**src/rtl/gradient_mag_angle_pipe.sv**
```systemverilog
// Gradient magnitude / direction pipeline.
// Takes a signed Sobel (Gx, Gy) pair per pixel and produces a saturated,
// thresholded magnitude plus a 4-bin direction code. Three register stages
// with a single global advance enable; a saturating count of non-zero
// output pixels is kept per frame.
module gradient_mag_angle_pipe #(
  parameter int BITS      = 9,
  parameter int PRECISION = 8,
  parameter int CNT_BITS  = 20
) (
  input  logic                        clk,
  input  logic                        n_rst,
  input  logic                        in_valid,
  output logic                        in_ready,
  input  logic signed [BITS-1:0]      in_x,
  input  logic signed [BITS-1:0]      in_y,
  input  logic                        mag_mode,
  input  logic        [PRECISION-1:0] thresh,
  output logic                        out_valid,
  input  logic                        out_ready,
  output logic        [PRECISION-1:0] out_mag,
  output logic        [1:0]           out_angle,
  input  logic                        clear_count,
  output logic        [CNT_BITS-1:0]  edge_count
);

  localparam int STAGES = 3;
  localparam int RW     = BITS + 1;            // raw magnitude width
  localparam int CW     = BITS + 2;            // angle comparison width
  localparam int SH     = BITS - 1 - PRECISION;
  localparam logic [BITS-1:0] ONE_B = BITS'(1);
  localparam logic [RW-1:0]   MAXV  = RW'((1 << PRECISION) - 1);

  typedef struct packed {
    logic [BITS-1:0]      ax;
    logic [BITS-1:0]      ay;
    logic                 sx;
    logic                 sy;
    logic                 mode;
    logic [PRECISION-1:0] th;
  } s1_t;

  typedef struct packed {
    logic [RW-1:0]        raw;
    logic                 horiz;   // ay*2.5 <= ax
    logic                 diag;    // ay <= ax*2.5
    logic                 same;    // signs of Gx and Gy agree
    logic [PRECISION-1:0] th;
  } s2_t;

  logic [STAGES:1]      vld_pipe;
  logic                 en;
  s1_t                  s1_d, s1_q;
  s2_t                  s2_d, s2_q;
  logic [PRECISION-1:0] mag_n;
  logic [1:0]           ang_n;

  // Whole pipe advances together; a full output slot blocks everything.
  assign en        = !vld_pipe[STAGES] || out_ready;
  assign in_ready  = en;
  assign out_valid = vld_pipe[STAGES];

  // -2^(BITS-1) negates to 2^(BITS-1), which still fits as unsigned.
  function automatic logic [BITS-1:0] abs_v(input logic [BITS-1:0] v);
    return v[BITS-1] ? ((~v) + ONE_B) : v;
  endfunction

  // S1 inputs: magnitudes, signs and per-pixel controls.
  always_comb begin
    s1_d      = '0;
    s1_d.ax   = abs_v(in_x);
    s1_d.ay   = abs_v(in_y);
    s1_d.sx   = in_x[BITS-1];
    s1_d.sy   = in_y[BITS-1];
    s1_d.mode = mag_mode;
    s1_d.th   = thresh;
  end

  // S2 inputs: raw magnitude in either mode and the direction comparisons.
  always_comb begin
    logic [RW-1:0] ax_w, ay_w, mx, mn;
    logic [CW-1:0] ax_c, ay_c;
    ax_w = {1'b0, s1_q.ax};
    ay_w = {1'b0, s1_q.ay};
    mx   = (ax_w >= ay_w) ? ax_w : ay_w;
    mn   = (ax_w >= ay_w) ? ay_w : ax_w;
    ax_c = {2'b00, s1_q.ax};
    ay_c = {2'b00, s1_q.ay};
    s2_d       = '0;
    s2_d.raw   = s1_q.mode ? (mx + (mn >> 2)) : ((ax_w + ay_w) >> 1);
    s2_d.horiz = ((ay_c << 1) + (ay_c >> 1)) <= ax_c;
    s2_d.diag  = ay_c <= ((ax_c << 1) + (ax_c >> 1));
    s2_d.same  = s1_q.sx == s1_q.sy;
    s2_d.th    = s1_q.th;
  end

  // S3 inputs: scale, saturate, threshold, pick the direction bin.
  always_comb begin
    logic [RW-1:0]        scaled;
    logic [PRECISION-1:0] m;
    scaled = s2_q.raw >> SH;
    m      = (scaled > MAXV) ? '1 : scaled[PRECISION-1:0];
    mag_n  = (m < s2_q.th) ? '0 : m;
    ang_n  = s2_q.horiz ? 2'd0 : (s2_q.diag ? (s2_q.same ? 2'd1 : 2'd3) : 2'd2);
  end

  // Valid shift register and internal data stages, all gated by en.
  always_ff @(posedge clk or negedge n_rst) begin
    if (!n_rst) begin
      vld_pipe <= '0;
      s1_q     <= '0;
      s2_q     <= '0;
    end else if (en) begin
      vld_pipe <= {vld_pipe[STAGES-1:1], in_valid};
      s1_q     <= s1_d;
      s2_q     <= s2_d;
    end
  end

  // Output data only loads on a real pixel so it stays 0 until the first one.
  always_ff @(posedge clk or negedge n_rst) begin
    if (!n_rst) begin
      out_mag   <= '0;
      out_angle <= '0;
    end else if (en && vld_pipe[STAGES-1]) begin
      out_mag   <= mag_n;
      out_angle <= ang_n;
    end
  end

  // Saturating edge counter; clear wins over a coincident increment.
  always_ff @(posedge clk or negedge n_rst) begin
    if (!n_rst)
      edge_count <= '0;
    else if (clear_count)
      edge_count <= '0;
    else if (out_valid && out_ready && (out_mag != '0) && (edge_count != '1))
      edge_count <= edge_count + CNT_BITS'(1);
  end

endmodule

```
**config.mk**
```make
export PLATFORM = sky130hd
export DESIGN_NAME = gradient_mag_angle_pipe
export DESIGN_NICKNAME = d
export VERILOG_FILES = /design/src/rtl/gradient_mag_angle_pipe.sv
export SDC_FILE = /design/constraint.sdc
export NUM_CORES = 1
export LEC_CHECK = 0
export ABC_AREA = 0
export BUFFER_PORTS_ARGS = -buffer_cell sky130_fd_sc_hd__buf_4
export CORE_ASPECT_RATIO = 1.5
export CORE_MARGIN = 5
export CORE_UTILIZATION = 40
export DETAILED_ROUTE_END_ITERATION = 12
export PLACE_DENSITY = 0.7
export SLEW_MARGIN = 10
export SYNTH_ARGS = -nofsm -noshare
export SYNTH_HDL_FRONTEND = slang
export SYNTH_SLANG_ARGS = --single-unit
```
**constraint.sdc**
```tcl
create_clock -name clk -period 4.8 [get_ports clk]
set_clock_uncertainty 0.05 [all_clocks]
set_input_delay 0.96 -clock clk [delete_from_list [all_inputs] [get_ports clk]]
set_output_delay 0.96 -clock clk [all_outputs]
set_load 0.1 [all_outputs]
```
Word-level counts from Yosys, hierarchy flattened --
Cells that the tools add are included.
Storage, ports and cells: bits in registers 83, output and inout bits 32
Operators by class: $lt $le $gt $ge 5, muxes and demuxes 12, add/sub/neg operators 7, reductions and logical operators 8, eq/ne operators 2, bitwise operators 2
Operators with widths (count):
- $mux W20 | 2
- $mux W9 | 4
- $add A10 B8 Y11 | 2
- $add A20 B1 Y20 const B | 1
- $ne A20 B20 Y1 const B | 1
- $add A9 B1 Y9 const B | 2
- $not A9 Y9 | 2
- $mux W8 | 2
- $le A11 B9 Y1 | 1
- $le A9 B11 Y1 | 1
- $add A9 B7 Y10 | 1
- $add A9 B9 Y10 | 1
- $gt A10 B8 Y1 const B | 1
- $mux W10 | 1
- $ge A9 B9 Y1 | 1
- $lt A8 B8 Y1 | 1
- $reduce_bool A8 Y1 | 1
- $mux W2 | 3
- $logic_and A1 B1 Y1 | 4
- $reduce_bool A2 Y1 | 1
- $eq A1 B1 Y1 | 1
- $logic_not A1 Y1 | 1
- $logic_or A1 B1 Y1 | 1

Longest topological paths before layout --
Gate-level depths: netlist of the first run.
depth in word-level cells 5, mapped depth 19

Worst setup path after synthesis of the first run --
OpenSTA, ideal clock, no wires.
path type flip-flop to flip-flop, start point register s1_q[12] (netlist bit), end point register s2_q[17] (netlist bit), cell stages (with the launch flop) 19, data required time 4.563 ns, data arrival time 3.507 ns, setup slack 1.056 ns, library setup time 0.187 ns, clock period less this slack 3.744 ns, buffers on the path 2, cell sequence dfrtp_1 > inv_1 > ha_1 > nand2_1 > o21ai_0 > a211oi_1 > o21ai_1 > clkbuf_1 > clkbuf_1 > o21ai_0 > ha_1 > fa_1 > a21o_1 > a21oi_1 > o21bai_1 > a211oi_1 > o21ai_0 > o21ai_0 > a21oi_1
Between the ends: cells in the longest elaborated chain, start to end 4
RTL lines:
- start, declared | RTL line 53 | s1_t s1_d, s1_q;
- start signal, assigned | RTL line 111 | s1_q <= '0;
- start signal, assigned | RTL line 115 | s1_q <= s1_d;
- $ge A9 B9 Y1 | RTL line 85, 86
- $mux W9 (on tied branches) | RTL line 85, 86
- $add A9 B7 Y10 | RTL line 90 | s2_d.raw = s1_q.mode ? (mx + (mn >> 2)) : ((ax_w + ay_w) >> 1);
- $mux W10 * | RTL line 90
- end signal, assigned | RTL line 112 | s2_q <= '0;
- end signal, assigned | RTL line 116 | s2_q <= s2_d;
- end, declared | RTL line 54 | s2_t s2_d, s2_q;
Every way passes the cells marked *; elsewhere a longest branch is shown, timed or not. A chain may end at the register's enable or synchronous reset.

Worst setup path after layout of the first run --
start point register s1_q[13] (netlist bit), end point register s2_q[19] (netlist bit)
The elaborated chain is that of the path after synthesis.

==> results of run 1 <==
==> layout make-up <==
cell class              count  area, sq um  area share
flip-flops and latches     83         2080       0.304
well taps                 196          245      0.0360
repair buffers             69          518      0.0759
multi-input cells         546         3520       0.516
clock inverters             5         38.8     0.00569
clock buffers              11          233      0.0341
inverters                  50          188      0.0275
==> layer usage <==
| layer | wire length, um | vias to the layer above | track usage |
|---|---|---|---|
| met4 | 354 | 0 | 0.0608 |
| met2 | 7470 | 90 | 0.313 |
| met5 | 0 | - | 0 |
| met3 | 575 | 25 | 0.0272 |
| li1 | - | 2514 | - |
| met1 | 5520 | 2359 | 0.188 |
==> worst paths after layout <==
kind                                 startpoint                          to  slack, ns  cells after the start
setup / recovery           s1_q[13]$_DFFE_PN0N_        s2_q[19]$_DFFE_PN0N_       0.78                     16
hold / removal              s1_q[4]$_DFFE_PN0N_         s1_q[4]$_DFFE_PN0N_       0.42                      2
setup reg to reg           s1_q[13]$_DFFE_PN0N_        s2_q[19]$_DFFE_PN0N_       0.78                     16
hold reg to reg             s1_q[4]$_DFFE_PN0N_         s1_q[4]$_DFFE_PN0N_       0.42                      2
max in group asynchronous                 n_rst         s1_q[3]$_DFFE_PN0N_       3.21                      2
min in group asynchronous                 n_rst  edge_count[17]$_DFFE_PN0P_       0.56                      1
==> synth_stat cells (3+ instances only) <==
cell type	count	area, sq um
nor2_1	59	221
fa_1	4	80.1
o21a_1	5	37.5
a31oi_1	3	18.8
buf_1	4	15.0
inv_1	50	188
nand4_1	6	37.5
o41ai_1	3	26.3
nand3_1	14	70.1
nor2b_1	12	75.1
o21ai_0	77	385
or3_1	13	81.3
nor4_1	3	18.8
a21o_1	6	45.0
ha_1	67	838
nand2_1	120	450
o31ai_1	5	37.5
dfrtp_1	83	2080
nand2b_1	12	75.1
mux2i_1	5	50.1
o31a_1	3	26.3
a211oi_1	4	30.0
xnor2_1	21	184
clkbuf_1	19	71.3
a21oi_1	40	200
xor2_1	27	236
o21bai_1	4	30.0
nor3_1	10	50.1
==> cell families after synthesis <==
group,Yosys count,share of synthesized area
buf+inv,76,0.0491
simple gates,258,0.198
flops,83,0.353
mux,5,0.00851
fa+ha+maj,71,0.156
xor+xnor,48,0.0715
compound gates,164,0.164
==> critical path, stage by stage (launching register included) <==
cell	delay (ns)
dfrtp_1	0.48
inv_1	0.09
ha_1	0.39
nand2_1	0.07
o21ai_0	0.16
a211oi_1	0.09
o21ai_1	0.61
o21ai_0	0.21
ha_1	0.25
fa_1	0.41
a21o_1	0.18
a21oi_1	0.26
o21ai_0	0.13
o211a_1	0.13
nor2_1	0.13
o2111a_1	0.19
nor3_1	0.05
==> state kept, by name, indices dropped and copies added, names as in the netlist <==
name        count
out_angle       2
s2_q           21
out_mag         8
s1_q           29
vld_pipe        3
edge_count     20
==> stage by stage <==
step | worst slack, ns | instances | area [sq um]
floorplan | 1.06 | 705 | 5880
global placement | 0.964 | 944 | 6550
detailed placement | 0.887 | 944 | 6550
CTS | 0.831 | 960 | 6820
global route | 0.412 | 960 | 6820
finish | 0.781 | 960 | 6820
==> power groups by stage <==
stage | logic (mW) | registers, mW | clock network [mW]
after floorplan | 1.62 | 1.36 | 0
after global placement | 2.46 | 1.09 | 0
after detailed placement | 2.50 | 1.10 | 0
after CTS | 2.52 | 1.09 | 0.658
after global routing | 2.81 | 1.11 | 0.690
final | 2.49 | 1.09 | 0.647
==> impl_metrics.yaml, run 1 <==
synth:
  synth.distinct_cells: 49
  synth-edff-count: 0
  async_reset_ff_frac: 1.00
  syn-mean-instance-area_sq_um: 8.34
  syn_area_sq_um: 5880
  ys_ff_latch: 83
  seq_area_frac_synth: 0.353
  synth_cells: 705
  synth_nets: 808
  yosys_warnings: 0
  yosys_most_used_dff: "dfrtp_1"
placed_design:
  globalplace.congestion: 0.866
  portBuffers: 63
  hpwl_um: 11000
sta:
  post-route-min-period_ns: 4.02
  post-route-period-util: 0.837
  hold_viol: 0
  holdWs_ns: 0.417
  rsz0062_at_grt: "false"
  worstMarginPinSlew_ns: 0.752
  relSlewSlack: 0.495
  max_freq_mhz: 249
  tns_ns: 0
  setup_viol: 0
  finalMaxSlewViolations: 0
routing:
  drtIter0Drc: 206
  dr.pass1.iters: 5
  antenna_left: 0
  wl_per_cell_um: 14.5
  via_count: 4988
  vias_per_cell: 5.20
  drc: 0
  wl_um: 13900
clocking:
  cts_hold_buf: 0
  clock_sinks: 83
  cts.clk_slew.worst_paths_ns: 0.06
  clockRootBuffer: "clkbuf_16"
  cts_tree: "yes"
  cts_buffers: 9
  cts_resized: 0
  postCtsSetupBuffers: 0
  htree_levels: 3
  cts_buffer_depth: 2
  clock_latency_ns: 0.35
critical_path:
  crit_type: "reg2reg"
  arrival_ns: 4.20
  start_kind: "flip-flop"
  required_ns: 4.98
  critPathMaxFanout: 13
  worst_setup_path_end_kind: "flip-flop"
power_and_ir_drop:
  powerDensity_nw_per_um2: 619
  p_sw_mw: 2.03
  p_int_mw: 2.19
  p_total_mw: 4.22
  clockPowerShare: 0.153
  switching_share: 0.481
  power_leakage_nw: 3.27
  seqPwrFrac: 0.257
  p_comb_frac: 0.589
  vdd_drop_max_mv: 0.344
hold_path:
  hp-class: "reg2reg"
final_layout:
  drive_gt1_frac: 0.122
  antenna_cells: 0
  nets: 862
  layout_commonest_cell: "nand2_1"
  area_delta_synth_final_pct: 16.0
  utilization: 0.470
  final.fill_count: 1421
  final_cell_mix: "nand2_1 (120), dfrtp_1 (83), o21ai_0 (77)"
floorplan:
  die_height_um: 159
  coreArea_sq_um: 14500
  die_area_sq_um: 17300
  io_pins: 64
  rows: 54
  die_x_um: 109
  initial_core_util: 0.405
global_route:
  antenna_found_initial: 0
  grt-ovfl-total: 0
  grt_usage: 0.167
  grt_max_degree: 55
  grt_first_pass_wirelength_um: 22700
  grt_pass1_vias: 4734
outcome:
  status: "finished, final reports clean"
job:
  cap_violations: 0
Power figures use the tool's default switching activity.
==> run 2, diff against run 1 <==
Clock period 4.8 ns to 3.93 ns, I/O delays scaled along.
==> run 2 against run 1 <==
Effect of this change:
- worst hold slack got worse by 0.0040 ns
- clock power grew 23%
- sequential cell count is the same
- sequential power is 15% higher
- clock-buffer cell count increased by 1
- largest cell class unchanged
==> impl_metrics.yaml, run 2 (synthesized netlist as in run 1, its figures left out) <==
placed_design:
  globalplace.congestion: 0.870
  place_inst: 959
  dpl_worst_slack_ns: 0.333
  hpwl_um: 11300
  portBuffers: 63
global_route:
  grt_pass1_vias: 4901
  grt_usage: 0.172
  grt_max_degree: 55
  grt_first_pass_wirelength_um: 23300
  antenna_found_initial: 0
  grt-ovfl-total: 0
routing:
  antenna_left: 0
  drc: 0
  wl_per_cell_um: 14.9
  highest_layer: "met4"
  wl_met3_um: 650
  drtIter0Drc: 175
  vias_per_cell: 5.15
  wl_um: 14500
  dr.pass1.iters: 4
  dr_wl_met2_um: 7720
  wl_met1_um: 5680
  via_count: 5024
clocking:
  htree_levels: 3
  cts_buffer_depth: 2
  cts_hold_buf: 0
  cts_buffers: 9
  clock_latency_ns: 0.35
  clockRootBuffer: "clkbuf_16"
  cts_tree: "yes"
  cts.clk_slew.worst_paths_ns: 0.07
  clock_sinks: 83
final_layout:
  regArea_sq_um: 2080
  largest_reg_flops: 29
  area_delta_synth_final_pct: 18.1
  utilization: 0.478
  final_cell_mix: "nand2_1 (120), buf_4 (84), dfrtp_1 (83)"
  final.fill_count: 1408
  nets: 877
  largest_registers: "s1_q (29), s2_q (21), edge_count (20)"
  largest-register: "s1_q"
  antenna_cells: 0
  final_cells: 975
  multi_input_area_sq_um: 3530
  layout_commonest_cell: "nand2_1"
  drive_gt1_frac: 0.141
power_and_ir_drop:
  powerDensity_nw_per_um2: 760
  p_total_mw: 5.28
  power_leakage_nw: 3.35
  vdd_drop_max_mv: 0.365
floorplan:
  initial_core_util: 0.405
  die_height_um: 159
  io_pins: 64
  die_area_sq_um: 17300
  rows: 54
  coreArea_sq_um: 14500
  die_x_um: 109
outcome:
  status: "finished, final reports clean"
critical_path:
  crit_type: "reg2reg"
  critPathMaxFanout: 23
  worst_setup_path_end_kind: "flip-flop"
  start_kind: "flip-flop"
  arrival_ns: 3.81
  required_ns: 4.15
sta:
  tns_ns: 0
  finalMaxSlewViolations: 0
  max_freq_mhz: 279
  post-route-min-period_ns: 3.59
  rsz0062_at_grt: "false"
  setup_viol: 0
  post-route-period-util: 0.912
  worst_slack_ns: 0.345
  worstMarginPinSlew_ns: 0.652
  relSlewSlack: 0.565
  hold_viol: 0
job:
  cap_violations: 0
hold_path:
  hp-class: "in2async"
[run 2: what timing repair did]
item	4_1_cts	5_1_grt
resized for setup	0	2
setup endpoints to repair	0	1
buffers inserted	0	0
[run 2: where the power goes]
group,switching (mW),total [mW],leakage [nW],internal (mW)
Combinational,2.03,3.24,2.18,1.21
Sequential,0.159,1.25,1.04,1.09
Clock,0.351,0.796,0.133,0.445
[run 2: final timing paths]
kind	to	slack, ns	depth (start not counted)	from
worst min register to register	s1_q[4]$_DFFE_PN0N_	0.42	2	s1_q[4]$_DFFE_PN0N_
worst min-delay path	edge_count[14]$_DFFE_PN0P_	0.41	1	n_rst
min in group clk	s1_q[4]$_DFFE_PN0N_	0.42	2	s1_q[4]$_DFFE_PN0N_
max in group asynchronous	s1_q[1]$_DFFE_PN0N_	2.69	2	n_rst
worst max-delay path	s2_q[17]$_DFFE_PN0N_	0.34	17	s1_q[13]$_DFFE_PN0N_
worst max register to register	s2_q[17]$_DFFE_PN0N_	0.34	17	s1_q[13]$_DFFE_PN0N_
[run 2: routing by layer]
layer | up-vias | global-route usage
met5 | - | 0
met1 | 2341 | 0.190
met2 | 121 | 0.319
met3 | 30 | 0.0215
met4 | 0 | 0.0842
li1 | 2532 | -
[run 2: layout make-up]
class | instances | share of cell area
repair buffers | 84 | 0.0908
clock buffers | 12 | 0.0355
well taps | 196 | 0.0353
flip-flops and latches | 83 | 0.299
multi-input cells | 546 | 0.508
clock inverters | 4 | 0.00378
inverters | 50 | 0.0270
[run 2: critical path: stages (launching register included)]
cell and delay (ns):
dfrtp_1 0.34, inv_1 0.07, ha_1 0.37, a21oi_1 0.14, o21ai_0 0.10, a211oi_1 0.29
o21ai_2 0.16, buf_4 0.24, nand2_1 0.09, o21ai_0 0.14, fa_1 0.45, a21o_1 0.18
a21oi_2 0.19, o21ai_0 0.12, o211a_1 0.14, o21ai_0 0.14, o21ai_0 0.09, a21oi_1 0.18
[run 2: metrics by stage]
stage | hold slack, ns | instance area (sq um)
floorplan | 0.389 | 5880
global placement | 0.400 | 6660
detailed placement | 0.406 | 6660
CTS | 0.419 | 6940
global route | 0.447 | 6940
finish | 0.413 | 6940
==> run 3, diff against run 2 <==
Settings changed: CORE_UTILIZATION 40 to 54, PLACE_DENSITY 0.7 to 0.89.
Clock period 3.93 ns to 3.1 ns, I/O delays scaled along.
==> run 3 against run 2 <==
Effect of this change:
- the flow now finishes with violations (negative setup slack)
- sequential power rose by 29%
- global-route usage rose by 8.1 points
- worst hold slack got worse by 0.38 ns
- critical endpoint is now s2_q[19]$_DFFE_PN0N_
- worst setup slack got worse by 0.61 ns
==> impl_metrics.yaml, run 3 (synthesized netlist as in run 1, its figures left out) <==
outcome:
  status: "finished with violations"
  violations: "negative setup slack"
placed_design:
  hpwl_um: 11400
  place_area_sq_um: 6840
  globalplace.congestion: 0.915
  portBuffers: 63
  place_inst: 926
clocking:
  cts_buffers: 9
  cts_hold_buf: 0
  clockRootBuffer: "clkbuf_16"
  cts.clk_slew.worst_paths_ns: 0.07
  cts_buffer_depth: 2
  clock_latency_ns: 0.34
  clock_sinks: 83
  htree_levels: 3
  cts_tree: "yes"
routing:
  dr.pass1.iters: 6
  wl_per_cell_um: 18.1
  drtIter0Drc: 485
  drc: 0
  wl_um: 17300
  via_count: 5713
  vias_per_cell: 5.96
  antenna_left: 0
critical_path:
  critPathMaxFanout: 6
  arrival_ns: 3.54
  worst_setup_path_end_kind: "flip-flop"
  crit_type: "reg2reg"
  required_ns: 3.27
  slowest_delay_ns: 0.42
  start_kind: "flip-flop"
  critPathBufInv: 1
  crit_chain: "inv_2 -> ha_4 -> a21oi_2 -> o21ai_2 -> a211oi_4 -> o21ai_4 -> nand2_2 -> o21ai_2 -> ha_2 -> fa_2 -> a21o_1 -> a21oi_2 -> o21ai_1 -> o211a_1 -> nor2_2 -> o2111a_1 -> nor3_2"
  crit_family: "compound AO/OA/AOI/OAI gates"
  critPathSlowestCell: "dfrtp_1"
final_layout:
  area_delta_synth_final_pct: 28.6
  final_cell_mix: "nand2_1 (116), buf_4 (114), dfrtp_1 (80)"
  largest_registers: "s1_q (29), s2_q (21), edge_count (20)"
  drive_gt1_frac: 0.256
  design_area_sq_um: 7560
  antenna_cells: 0
  largest_reg_flops: 29
  final_cells: 959
  layout_commonest_cell: "nand2_1"
  nets: 913
  largest-register: "s1_q"
global_route:
  grt_first_pass_wirelength_um: 25800
  grt_max_degree: 78
  grt_pass1_vias: 5495
  antenna_found_initial: 0
  grt_usage: 0.253
  grt-ovfl-total: 0
power_and_ir_drop:
  switching_share: 0.475
  clockPowerShare: 0.143
  p_int_mw: 4.25
  seqPwrFrac: 0.198
  power_leakage_nw: 3.60
  p_comb_frac: 0.658
  p_sw_mw: 3.85
  powerDensity_nw_per_um2: 1070
  vdd_drop_max_mv: 0.693
floorplan:
  coreArea_sq_um: 10600
  initial_core_util: 0.552
  die_area_sq_um: 13100
  rows: 46
  io_pins: 64
  die_x_um: 95.2
  die_height_um: 138
sta:
  max_freq_mhz: 297
  finalMaxSlewViolations: 0
  relSlewSlack: 0.481
  setup_viol: 6
  worst_slack_ns: -0.265
  post-route-min-period_ns: 3.37
  holdWs_ns: 0.0350
  worstMarginPinSlew_ns: 0.772
  rsz0062_at_grt: "true"
  hold_viol: 0
  post-route-period-util: 1.09
hold_path:
  hp-class: "in2async"
job:
  cap_violations: 0
-- run 3: cell types whose count changed in the layout (fill, tap and decap cells not counted), sizes merged --
| cell | delta |
|---|---|
| bufinv | +1 |
| clkinv | -1 |
| o21ai | +1 |
| buf | +35 |
| clkinvlp | -1 |
| inv | +1 |
-- run 3: cell type report --
class                      instances  area (sq um)
timing repair buffer             119           928
tap                              144           180
sequential                        83          2080
clock inverter                     4          56.3
fill                             732          3090
multi-input combinational        547          3860
clock buffer                      12           267
inverter                          50           188
-- run 3: final timing paths --
| path | startpoint | end | slack (ns) | depth (start not counted) |
|---|---|---|---|---|
| setup / recovery | s1_q[13]$_DFFE_PN0N_ | s2_q[19]$_DFFE_PN0N_ | -0.27 | 17 |
| hold / removal | n_rst | edge_count[18]$_DFFE_PN0P_ | 0.03 | 1 |
| setup reg to reg | s1_q[13]$_DFFE_PN0N_ | s2_q[19]$_DFFE_PN0N_ | -0.27 | 17 |
| hold reg to reg | s1_q[3]$_DFFE_PN0N_ | s1_q[3]$_DFFE_PN0N_ | 0.42 | 2 |
| max in group asynchronous | n_rst | s2_q[10]$_DFFE_PN0N_ | 2.34 | 2 |
| min in group clk | s1_q[3]$_DFFE_PN0N_ | s1_q[3]$_DFFE_PN0N_ | 0.42 | 2 |
-- run 3: power groups by stage --
stage	clock network, mW	logic [mW]	registers (mW)
finish	1.16	5.33	1.61
global route	1.20	5.74	1.64
CTS	1.15	4.61	1.60
detailed placement	0	4.33	1.62
global placement	0	4.18	1.60
floorplan	0	2.66	2.12
-- run 3: worst register-to-register path: cells and delay by family, from the launching register on --
kind            cells  cell delay, ns
compound gates     10            1.58
simple gates        3            0.31
fa+ha+maj           3            0.78
buf+inv             1            0.10
flops               1            0.42
-- run 3: metal layers --
metal	up-vias	wire [um]	global-route usage	part of all wire
met5	-	0	0	0
met4	0	1080	0.165	0.062
met3	78	1070	0.0410	0.062
met2	273	9200	0.455	0.53
met1	2735	5980	0.267	0.34
li1	2627	-	-	-
-- run 3: repair_timing --
item,CTS,global route
hold endpoints to repair,0,0
setup buffers,6,12
cloned,1,0
endpoints found under the setup margin,8,9
resized for setup,25,49
pin swaps,15,52
-- run 3: per-stage QoR --
step / setup TNS (ns) / worst slack, ns / power (mW) / util
6_report: -0.754 / -0.265 / 8.10 / 0.710
5_1_grt: -1.56 / -0.432 / 8.58 / 0.710
4_1_cts: -0.214 / -0.0890 / 7.36 / 0.686
3_5_place_dp: -0.280 / -0.0941 / 5.95 / 0.643
3_3_place_gp: -0.0349 / -0.0305 / 5.78 / 0.643
2_1_floorplan: -0.298 / -0.130 / 4.78 / -
